## src/rtl/rtc_pkg.sv

```systemverilog
// rtc_pkg: bus FSM states, AD phase levels and RTC field register addresses
package rtc_pkg;
    typedef enum logic [2:0] {IDLE, A_SET, A_WR, A_HOLD, D_SET, D_WR, D_HOLD} state_t;
    localparam logic AD_ADDR = 1'b0;
    localparam logic AD_DATA = 1'b1;
    localparam logic [7:0] REG_SEC   = 8'h00;
    localparam logic [7:0] REG_MIN   = 8'h02;
    localparam logic [7:0] REG_HOUR  = 8'h04;
    localparam logic [7:0] REG_DAY   = 8'h07;
    localparam logic [7:0] REG_MONTH = 8'h08;
    localparam logic [7:0] REG_YEAR  = 8'h09;
endpackage

```

## src/rtl/rtc_bus_arbiter_if.sv

```systemverilog
// rtc_bus_arbiter_if: requester handshake plus RTC multiplexed bus pins
interface rtc_bus_arbiter_if #(parameter int N_REQ = 6);
    logic [N_REQ-1:0]   req;
    logic [8*N_REQ-1:0] addr_in;
    logic [8*N_REQ-1:0] data_in;
    logic [N_REQ-1:0]   gnt;
    logic [N_REQ-1:0]   done;
    logic               busy;
    logic [7:0]         bus_out;
    logic               bus_oe;
    logic               CS;
    logic               AD;
    logic               WR;
    logic               RD;
    modport master (output req, addr_in, data_in,
                    input gnt, done, busy, bus_out, bus_oe, CS, AD, WR, RD);
    modport slave  (input req, addr_in, data_in,
                    output gnt, done, busy, bus_out, bus_oe, CS, AD, WR, RD);
endinterface

```

## src/rtl/rr_arbiter.sv

```systemverilog
// rr_arbiter: picks the first pending request at or after ptr, wrapping modulo N
module rr_arbiter #(
    parameter int N = 6,
    localparam int IW = N > 1 ? $clog2(N) : 1
) (
    input  logic [N-1:0]  req,
    input  logic [IW-1:0] ptr,
    output logic [N-1:0]  grant,
    output logic [IW-1:0] idx
);
    logic [IW-1:0] j;
    // scan from farthest to nearest so the nearest pending request wins
    always_comb begin
        idx = '0;
        j = '0;
        for (int k = N - 1; k >= 0; k--) begin
            j = IW'((int'(ptr) + k) % N);
            if (req[j]) idx = j;
        end
        grant = '0;
        grant[idx] = |req;
    end
endmodule

```

## src/rtl/rtc_bus_arbiter.sv

```systemverilog
// rtc_bus_arbiter: round-robin sharing of the RTC AD bus, one full write cycle per grant
module rtc_bus_arbiter
    import rtc_pkg::*;
#(
    parameter int N_REQ = 6,
    parameter int T_PH = 4
) (
    input logic clk,
    input logic reset,
    rtc_bus_arbiter_if.slave bus
);
    localparam int IW = N_REQ > 1 ? $clog2(N_REQ) : 1;
    localparam int PW = $clog2(T_PH) + 1;
    state_t state;
    logic [PW-1:0] cnt;
    logic [IW-1:0] ptr, idx_q, win_idx;
    logic [N_REQ-1:0] win_gnt;
    logic [7:0] addr_q, data_q;
    logic last;
    assign last = cnt == PW'(T_PH - 1);
    rr_arbiter #(.N(N_REQ)) u_arb (.req(bus.req), .ptr(ptr), .grant(win_gnt), .idx(win_idx));
    // outputs are registered for the state being entered, so they change on the same edge
    always_ff @(posedge clk or negedge reset) begin
        if (!reset) begin
            state <= IDLE;
            cnt <= '0;
            ptr <= '0;
            idx_q <= '0;
            addr_q <= '0;
            data_q <= '0;
            bus.gnt <= '0;
            bus.done <= '0;
            bus.busy <= 1'b0;
            bus.bus_out <= '0;
            bus.bus_oe <= 1'b0;
            bus.CS <= 1'b1;
            bus.AD <= AD_DATA;
            bus.WR <= 1'b1;
            bus.RD <= 1'b1;
        end else begin
            bus.done <= '0;
            bus.RD <= 1'b1;
            if (state == IDLE) begin
                if (|bus.req) begin
                    state <= A_SET;
                    cnt <= '0;
                    idx_q <= win_idx;
                    addr_q <= bus.addr_in[{win_idx, 3'b000} +: 8];
                    data_q <= bus.data_in[{win_idx, 3'b000} +: 8];
                    bus.gnt <= win_gnt;
                    bus.busy <= 1'b1;
                    bus.CS <= 1'b0;
                    bus.AD <= AD_ADDR;
                    bus.bus_oe <= 1'b1;
                    bus.bus_out <= bus.addr_in[{win_idx, 3'b000} +: 8];
                end
            end else if (!last) begin
                cnt <= cnt + PW'(1);
            end else if (state == D_HOLD) begin
                state <= IDLE;
                ptr <= (idx_q == IW'(N_REQ - 1)) ? '0 : idx_q + IW'(1);
                bus.done <= bus.gnt;
                bus.gnt <= '0;
                bus.busy <= 1'b0;
                bus.CS <= 1'b1;
                bus.AD <= AD_DATA;
                bus.bus_oe <= 1'b0;
                bus.bus_out <= '0;
                bus.WR <= 1'b1;
            end else begin
                state <= state_t'(state + 3'd1);
                cnt <= '0;
                bus.WR <= !(state == A_SET || state == D_SET);
                if (state == A_HOLD) begin
                    bus.AD <= AD_DATA;
                    bus.bus_out <= data_q;
                end
            end
        end
    end
endmodule
```

## src/flat_wrapper.sv

```systemverilog
// flat-port wrapper written by rule: the top's interface ports become plain ports
module rtc_bus_arbiter_flat import rtc_pkg::*;
#(
    parameter int N_REQ = 6,
    parameter int T_PH = 4
)
  (clk, reset, bus_req, bus_addr_in, bus_data_in, bus_gnt, bus_done, bus_busy, bus_bus_out, bus_bus_oe, bus_CS, bus_AD, bus_WR, bus_RD);
  rtc_bus_arbiter_if #(.N_REQ(N_REQ)) bus_i ();
  input logic clk;
  input logic reset;
  input wire logic [$bits(bus_i.req)-1:0] bus_req;
  input wire logic [$bits(bus_i.addr_in)-1:0] bus_addr_in;
  input wire logic [$bits(bus_i.data_in)-1:0] bus_data_in;
  output wire logic [$bits(bus_i.gnt)-1:0] bus_gnt;
  output wire logic [$bits(bus_i.done)-1:0] bus_done;
  output wire logic [$bits(bus_i.busy)-1:0] bus_busy;
  output wire logic [$bits(bus_i.bus_out)-1:0] bus_bus_out;
  output wire logic [$bits(bus_i.bus_oe)-1:0] bus_bus_oe;
  output wire logic [$bits(bus_i.CS)-1:0] bus_CS;
  output wire logic [$bits(bus_i.AD)-1:0] bus_AD;
  output wire logic [$bits(bus_i.WR)-1:0] bus_WR;
  output wire logic [$bits(bus_i.RD)-1:0] bus_RD;
  assign bus_i.req = bus_req;
  assign bus_i.addr_in = bus_addr_in;
  assign bus_i.data_in = bus_data_in;
  assign bus_gnt = bus_i.gnt;
  assign bus_done = bus_i.done;
  assign bus_busy = bus_i.busy;
  assign bus_bus_out = bus_i.bus_out;
  assign bus_bus_oe = bus_i.bus_oe;
  assign bus_CS = bus_i.CS;
  assign bus_AD = bus_i.AD;
  assign bus_WR = bus_i.WR;
  assign bus_RD = bus_i.RD;
  rtc_bus_arbiter #(.N_REQ(N_REQ), .T_PH(T_PH)) u_core (.clk(clk), .reset(reset), .bus(bus_i));
endmodule
```

## config.mk

```make
export PLATFORM = sky130hd
export DESIGN_NAME = rtc_bus_arbiter_flat
export DESIGN_NICKNAME = d
export VERILOG_FILES = /design/src/rtl/rtc_pkg.sv /design/src/rtl/rtc_bus_arbiter_if.sv /design/src/rtl/rr_arbiter.sv /design/src/rtl/rtc_bus_arbiter.sv /design/src/flat_wrapper.sv
export SDC_FILE = /design/constraint.sdc
export NUM_CORES = 1
export LEC_CHECK = 0
export ABC_AREA = 1
export CAP_MARGIN = 10
export CORE_AREA = 2 2 98 100
export CTS_BUF_LIST = sky130_fd_sc_hd__clkbuf_8
export CTS_CLUSTER_SIZE = 28
export DETAILED_ROUTE_END_ITERATION = 16
export DIE_AREA = 0 0 100 102
export PLACE_DENSITY = 0.72
export SYNTH_ARGS = -nofsm -noshare
export SYNTH_HDL_FRONTEND = slang
export SYNTH_SLANG_ARGS = --single-unit
```

## constraint.sdc

```tcl
create_clock -name clk -period 4.8 [get_ports clk]
set_input_delay 0.96 -clock clk [delete_from_list [all_inputs] [get_ports clk]]
set_output_delay 0.96 -clock clk [all_outputs]
set_load 0.01 [all_outputs]
```

==> flow_summary.yaml, run 1 <==
outcome:
  status: "completed"
drt:
  num_vias: 3968
  drcViolationCount: 0
  wl_per_cell_um: 13.25
  viasPerCell: 5.113
  ant_nets: 0
  wirelength_mm: 10.28
  first_pass_iters: 4
  drt_iter0_drc: 188
floorplanning:
  die_w_um: 100
  fp.dieH_um: 102
  rows: 35
  fp.dieArea_um2: 10200
  coreArea_um2: 9109
  start_util_pct: 39.18
  ioPinCount: 130
clock_tree:
  htreeDepth: 2
  cts_tree: "done"
  cts_root_buf: "clkbuf_8"
  hold_buffers: 0
  post_cts_resize_count: 0
  cts_max_path_buffers: 2
  clk_pin_slew_ps: 90
  numCtsBuffers: 5
  numClockSinks: 44
  clk_latency_ps: 300
  post_cts_buffers: 0
setup_path:
  r2r_start: "u_core.ptr[0]"
  worstPathArrival_ps: 4280
  r2r-end: "u_core.data_q[0]"
  cp_num_buf_inv: 3
  crit_slowest_cell: "dfrtp_1"
  crit_type: "flop to flop"
  cp-end-kind: "flop"
  startpoint_type: "flop"
  r2r_setup_slack_ps: 740
  r2r_cells: 23
  worstPathRequired_ps: 5020
  crit_chain: "ha_1 > inv_1 > nand2_1 > nand2_4 > inv_1 > ha_1 > nor2_1 > nand3_1 > nand2_1 > nand2_1 > nand2_1 > nand3_1 > o21ai_0 > nand3_1 > nand3_1 > nand3_1 > nand3_1 > nand2_1 > nand2_1 > o21ai_0 > inv_1 > o21ai_0 > a21oi_1"
  cp_max_fo: 23
  cpPeakStageDelay_ps: 800
  critPathTopFamily: "simple AND/OR/NAND/NOR gates"
layout:
  design_area_um2: 4933
  num_antenna_cells: 0
  seqCellArea_um2: 1105
  syn_to_final_growth_pct: 38.25
  nNetsFinal: 779
  multiInputGateArea_um2: 2066
  drive_above_1_share_pct: 6.917
  fillers: 946
synthesis:
  synth_area_per_cell_um2: 6.512
  netlist_area_um2: 3568
  synthesis.instances: 548
  synth_cell_type_count: 37
  synth-seq-cells: 44
  synthesis.nets: 663
  synth_warnings: 0
  synth_seq_area_share_pct: 30.96
job:
  drv_cap: 0
timing:
  rsz0062_at_grt: "no"
  tns_ps: 0
  relSlewSlack_pct: 37.87
  setup_violations: 0
  fin_crit_ps: 4061
  drv_slew: 0
  hold_viol_final: 0
  fmax_ghz: 0.2462
  tightest_slew_ps: 932.0
  timing.final.crit_share_pct: 84.61
  clock-skew-final_ps: 10.59
global_route:
  antenna_found_initial: 0
  grt_pass1_vias: 3842
  grt_use_total_pct: 20.52
  gr-total-overflow: 0
  grt_pass1_wl_mm: 17.08
  grt_max_degree: 45
hold_path:
  hold_path_end: "u_core.cnt[1]"
  whs_path_depth: 2
  min-delay-start: "u_core.cnt[1]"
  holdCritPathClass: "flop to flop"
place:
  dpl.hpwl_mm: 8.256
  port_buffers: 128
  postPlaceCellArea_um2: 4836
  gp_congestion: 0.9412
[placed cells by master (no fill, tap or decap), types with 5 or more instances in the layout]
| master | instances |
|---|---|
| a21oi_2 | 6 |
| inv_1 | 54 |
| o21ai_1 | 7 |
| nand2_1 | 171 |
| o21ai_0 | 22 |
| nand4_1 | 7 |
| nand3_1 | 90 |
| clkdlybuf4s50_1 | 127 |
| nand2_2 | 8 |
| a21oi_1 | 24 |
| inv_2 | 5 |
| dfrtp_1 | 41 |
| o211ai_1 | 5 |
| clkbuf_8 | 6 |
| o22ai_1 | 6 |
| nor2_1 | 41 |
| ha_1 | 11 |
[layer usage]
layer  GRT usage (%)  up-vias  wire [um]
li1                -     2005          -
met1           25.14     1829       4321
met2           37.63      122       5140
met3           3.283       12        666
met4           5.479        0        155
met5               0        -          0
[cells in the mapped netlist]
master | number | share of area [%]
nor3_1 | 2 | 0.28
or2_1 | 1 | 0.18
or2_0 | 2 | 0.35
dfstp_2 | 3 | 2.2
o21a_1 | 2 | 0.42
o21bai_2 | 1 | 0.32
buf_6 | 6 | 1.9
nand2_1 | 171 | 18
o211ai_1 | 5 | 1.1
a21oi_2 | 6 | 1.5
mux2_2 | 1 | 0.32
nor2_1 | 41 | 4.3
o21ai_0 | 22 | 3.1
nand3_1 | 90 | 13
nand2_4 | 3 | 0.95
o22ai_1 | 6 | 1.1
nand4_1 | 7 | 1.2
clkbuf_1 | 2 | 0.21
buf_4 | 9 | 1.9
inv_1 | 54 | 5.7
o21ai_1 | 7 | 0.98
inv_2 | 5 | 0.53
a21boi_0 | 1 | 0.21
conb_1 | 1 | 0.11
nand3b_1 | 1 | 0.21
a21oi_1 | 24 | 3.4
inv_4 | 1 | 0.18
o21bai_1 | 1 | 0.21
ha_1 | 11 | 3.9
or2_2 | 2 | 0.35
dfrtp_1 | 41 | 29
nand2_2 | 8 | 1.4
buf_2 | 4 | 0.56
nand3_2 | 3 | 0.84
nor2_2 | 1 | 0.18
nand2_8 | 1 | 0.56
clkinv_1 | 2 | 0.21
[worst max-delay path by stage]
stage,slack [ps],endpoint,depth (start not counted),from
finish,740,u_core.data_q[0],23,u_core.ptr[0]
global route,150,u_core.data_q[0],23,u_core.ptr[0]
CTS,730,u_core.data_q[2],24,u_core.ptr[0]
detailed placement,780,u_core.data_q[2],24,u_core.ptr[0]
global placement,920,u_core.data_q[6],12,bus_req[2]
floorplan,1670,u_core.data_q[3],28,u_core.ptr[0]
[kinds of logic after synthesis]
group | count (synthesis) | share of synthesized area [%]
AO/OA/AOI/OAI | 75 | 12.17
adder cells (fa/ha/maj) | 11 | 3.857
buffers and inverters | 83 | 11.15
flip-flops | 44 | 30.96
multiplexers | 1 | 0.3155
other | 1 | 0.1051
AND/OR/NAND/NOR | 333 | 41.44
[final cells by class]
type | count | area share [%]
flip-flops and latches | 44 | 22.39
well taps | 111 | 2.815
repair buffers | 130 | 26.17
clock buffers | 6 | 1.674
inverters | 62 | 4.768
multi-input cells | 421 | 41.87
clock inverters | 2 | 0.3043
[flip-flops by register name, summed over array words and instances (netlist names)]
register,flops
u_core.bus.WR,1
u_core.data_q,8
u_core.idx_q,3
u_core.ptr,3
u_core.state,3
u_core.bus.gnt,6
u_core.bus.busy,1
u_core.bus.bus_out,8
u_core.bus.AD,1
u_core.bus.CS,1
u_core.bus.done,6
u_core.cnt,3
[metrics by stage]
| step | worst slack [ps] | instances | utilization, % | hold WS, ps |
|---|---|---|---|---|
| floorplan | 1668 | 548 | - | 445.7 |
| global placement | 922.2 | 768 | 53.09 | 466.7 |
| detailed placement | 775.7 | 768 | 53.09 | 474.6 |
| CTS | 734.6 | 776 | 54.16 | 495.3 |
| global route | 152.0 | 776 | 54.16 | 533.9 |
| finish | 738.5 | 776 | 54.16 | 486.5 |
[worst min-delay path, delay by kind of cell (launching register included)]
family           cells  cell delay (ps)
flip-flops           1              360
AND/OR/NAND/NOR      2              100
Power of run 1 is not shown: default switching activity piles up to over one toggle a cycle in this logic, so the estimate is an artifact.
==> inputs of run 2 (changes only) <==
- PLACE_DENSITY: 0.72 -> 0.74
- clock period: 4.8 -> 3.4 ns (I/O delays scaled with it)
==> flow_summary.yaml, run 2 (synthesis results as in run 1) <==
layout:
  final_cell_mix: "158 x nand2_1, 127 x clkdlybuf4s50_1, 88 x nand3_1"
  top_regs: "u_core.bus.bus_out (8), u_core.data_q (8)"
  drive_above_1_share_pct: 13.81
  syn_to_final_growth_pct: 48.88
  num_antenna_cells: 0
  final_common_cell: "nand2_1"
  nNetsFinal: 802
global_route:
  grt_pass1_wl_mm: 17.48
  gr-total-overflow: 0
  grt_pass1_vias: 3974
  antenna_found_initial: 0
  grt_max_degree: 45
  grt_use_total_pct: 21.02
timing:
  clock-skew-final_ps: 10.11
  fin_crit_ps: 3259
  drv_slew: 0
  setup_violations: 0
  timing.final.crit_share_pct: 95.86
  tightest_slew_ps: 974.5
  timing.hold.ws_ps: 479.7
  rsz0062_at_grt: "yes"
  fmax_ghz: 0.3068
  hold_viol_final: 0
  relSlewSlack_pct: 35.03
clock_tree:
  cts_max_path_buffers: 2
  hold_buffers: 0
  clk_latency_ps: 300
  htreeDepth: 2
  clk_pin_slew_ps: 80
  numClockSinks: 44
  cts_root_buf: "clkbuf_8"
  numCtsBuffers: 5
  cts_tree: "done"
outcome:
  status: "completed"
floorplanning:
  die_w_um: 100
  fp.dieArea_um2: 10200
  coreArea_um2: 9109
  ioPinCount: 130
  start_util_pct: 39.18
  fp.dieH_um: 102
  rows: 35
setup_path:
  path_common_cell: "nand3_1"
  worstPathArrival_ps: 3440
  crit_chain: "inv_4 > ha_1 > nand2_2 > nand2_2 > ha_1 > nor2_1 > nand3_1 > nand2_2 > nand3_1 > nand3_1 > nand2_1 > nand3_1 > nand2_1 > nand2_1 > nand3_2 > nand2_8 > nand2_8 > nor2_4 > inv_4 > o21ai_1 > inv_1 > o21ai_1 > a21oi_1"
  worstPathRequired_ps: 3590
  cpPeakStageDelay_ps: 500
  cp_num_buf_inv: 3
  cp_max_fo: 11
  crit_slowest_cell: "dfrtp_2"
  cp-end-kind: "flop"
  critPathTopFamily: "simple AND/OR/NAND/NOR gates"
  startpoint_type: "flop"
  r2r_setup_slack_ps: 140
  crit_type: "flop to flop"
drt:
  viasPerCell: 5.212
  num_vias: 4164
  drt_iter0_drc: 181
  wirelength_mm: 11.29
  ant_nets: 0
  wl_per_cell_um: 14.13
  drcViolationCount: 0
  first_pass_iters: 5
job:
  drv_cap: 0
place:
  dpl.hpwl_mm: 8.773
  gp_congestion: 0.9197
  port_buffers: 128
hold_path:
  holdCritPathClass: "flop to flop"
-- run 2: changes by cell type in the layout (fill, tap and decap cells not counted), moves of 3 or more --
cell / previous run / this run
buf_4: 2 / 16
nand2_1: 171 / 158
nand2_2: 8 / 19
ha_1: 11 / 7
buf_6: 0 / 3
ha_4: 0 / 3
inv_1: 54 / 51
nand2_8: 1 / 4
-- run 2: worst paths after layout --
path	from	end	cells after the start
setup reg to reg	u_core.ptr[2]	u_core.data_q[0]	23
max in group asynchronous	reset	u_core.ptr[2]	1
min in group asynchronous	reset	u_core.cnt[0]	1
setup / recovery	u_core.ptr[2]	u_core.data_q[0]	23
hold / removal	u_core.bus.WR	u_core.bus.WR	2
hold reg to reg	u_core.bus.WR	u_core.bus.WR	2
-- run 2: area by class of cell --
class	count	area, um2
Clock inverter	3	16.27
Sequential cell	44	1106
Timing Repair Buffer	150	1485
Tap cell	111	138.9
Clock buffer	5	68.82
Timing Repair inverter	1	8.758
Inverter	62	252.7
Fill cell	865	3796
Multi-Input combinational cell	423	2236
-- run 2: routing by layer --
layer	routed length (um)	share of wire, %	GRT usage, %	vias up
li1	-	-	-	2053
met1	4545	40	24.64	1932
met2	5870	52	39.60	157
met3	667	5.9	3.215	22
met4	204	1.8	6.428	0
met5	0	0	0	-
-- run 2: tightest hold or removal path, stage by stage (launching register included) --
cell and delay, ps:
dfstp_2 370, o21ai_0 60, nand2_1 50
-- run 2: repair_timing --
action                                  CTS  global route
pin swaps                                 0            17
buffers inserted                          2             4
hold endpoints to repair                  0             0
resized for setup                         1            54
gates cloned                              0             4
endpoints found under the setup margin    7            22
-- run 2: metrics by stage --
step                std cells  setup slack (ps)  TNS, ps  area (um2)  utilization, %
floorplan                 548             267.5        0        3568               -
global placement          781             73.95        0        4933           54.16
detailed placement        781            -35.06   -53.49        4933           54.16
CTS                       791             39.32        0        5035           55.27
global route              799            -29.13   -89.36        5313           58.32
finish                    799             140.9        0        5313           58.32
Power of run 2 is left out for the same reason.
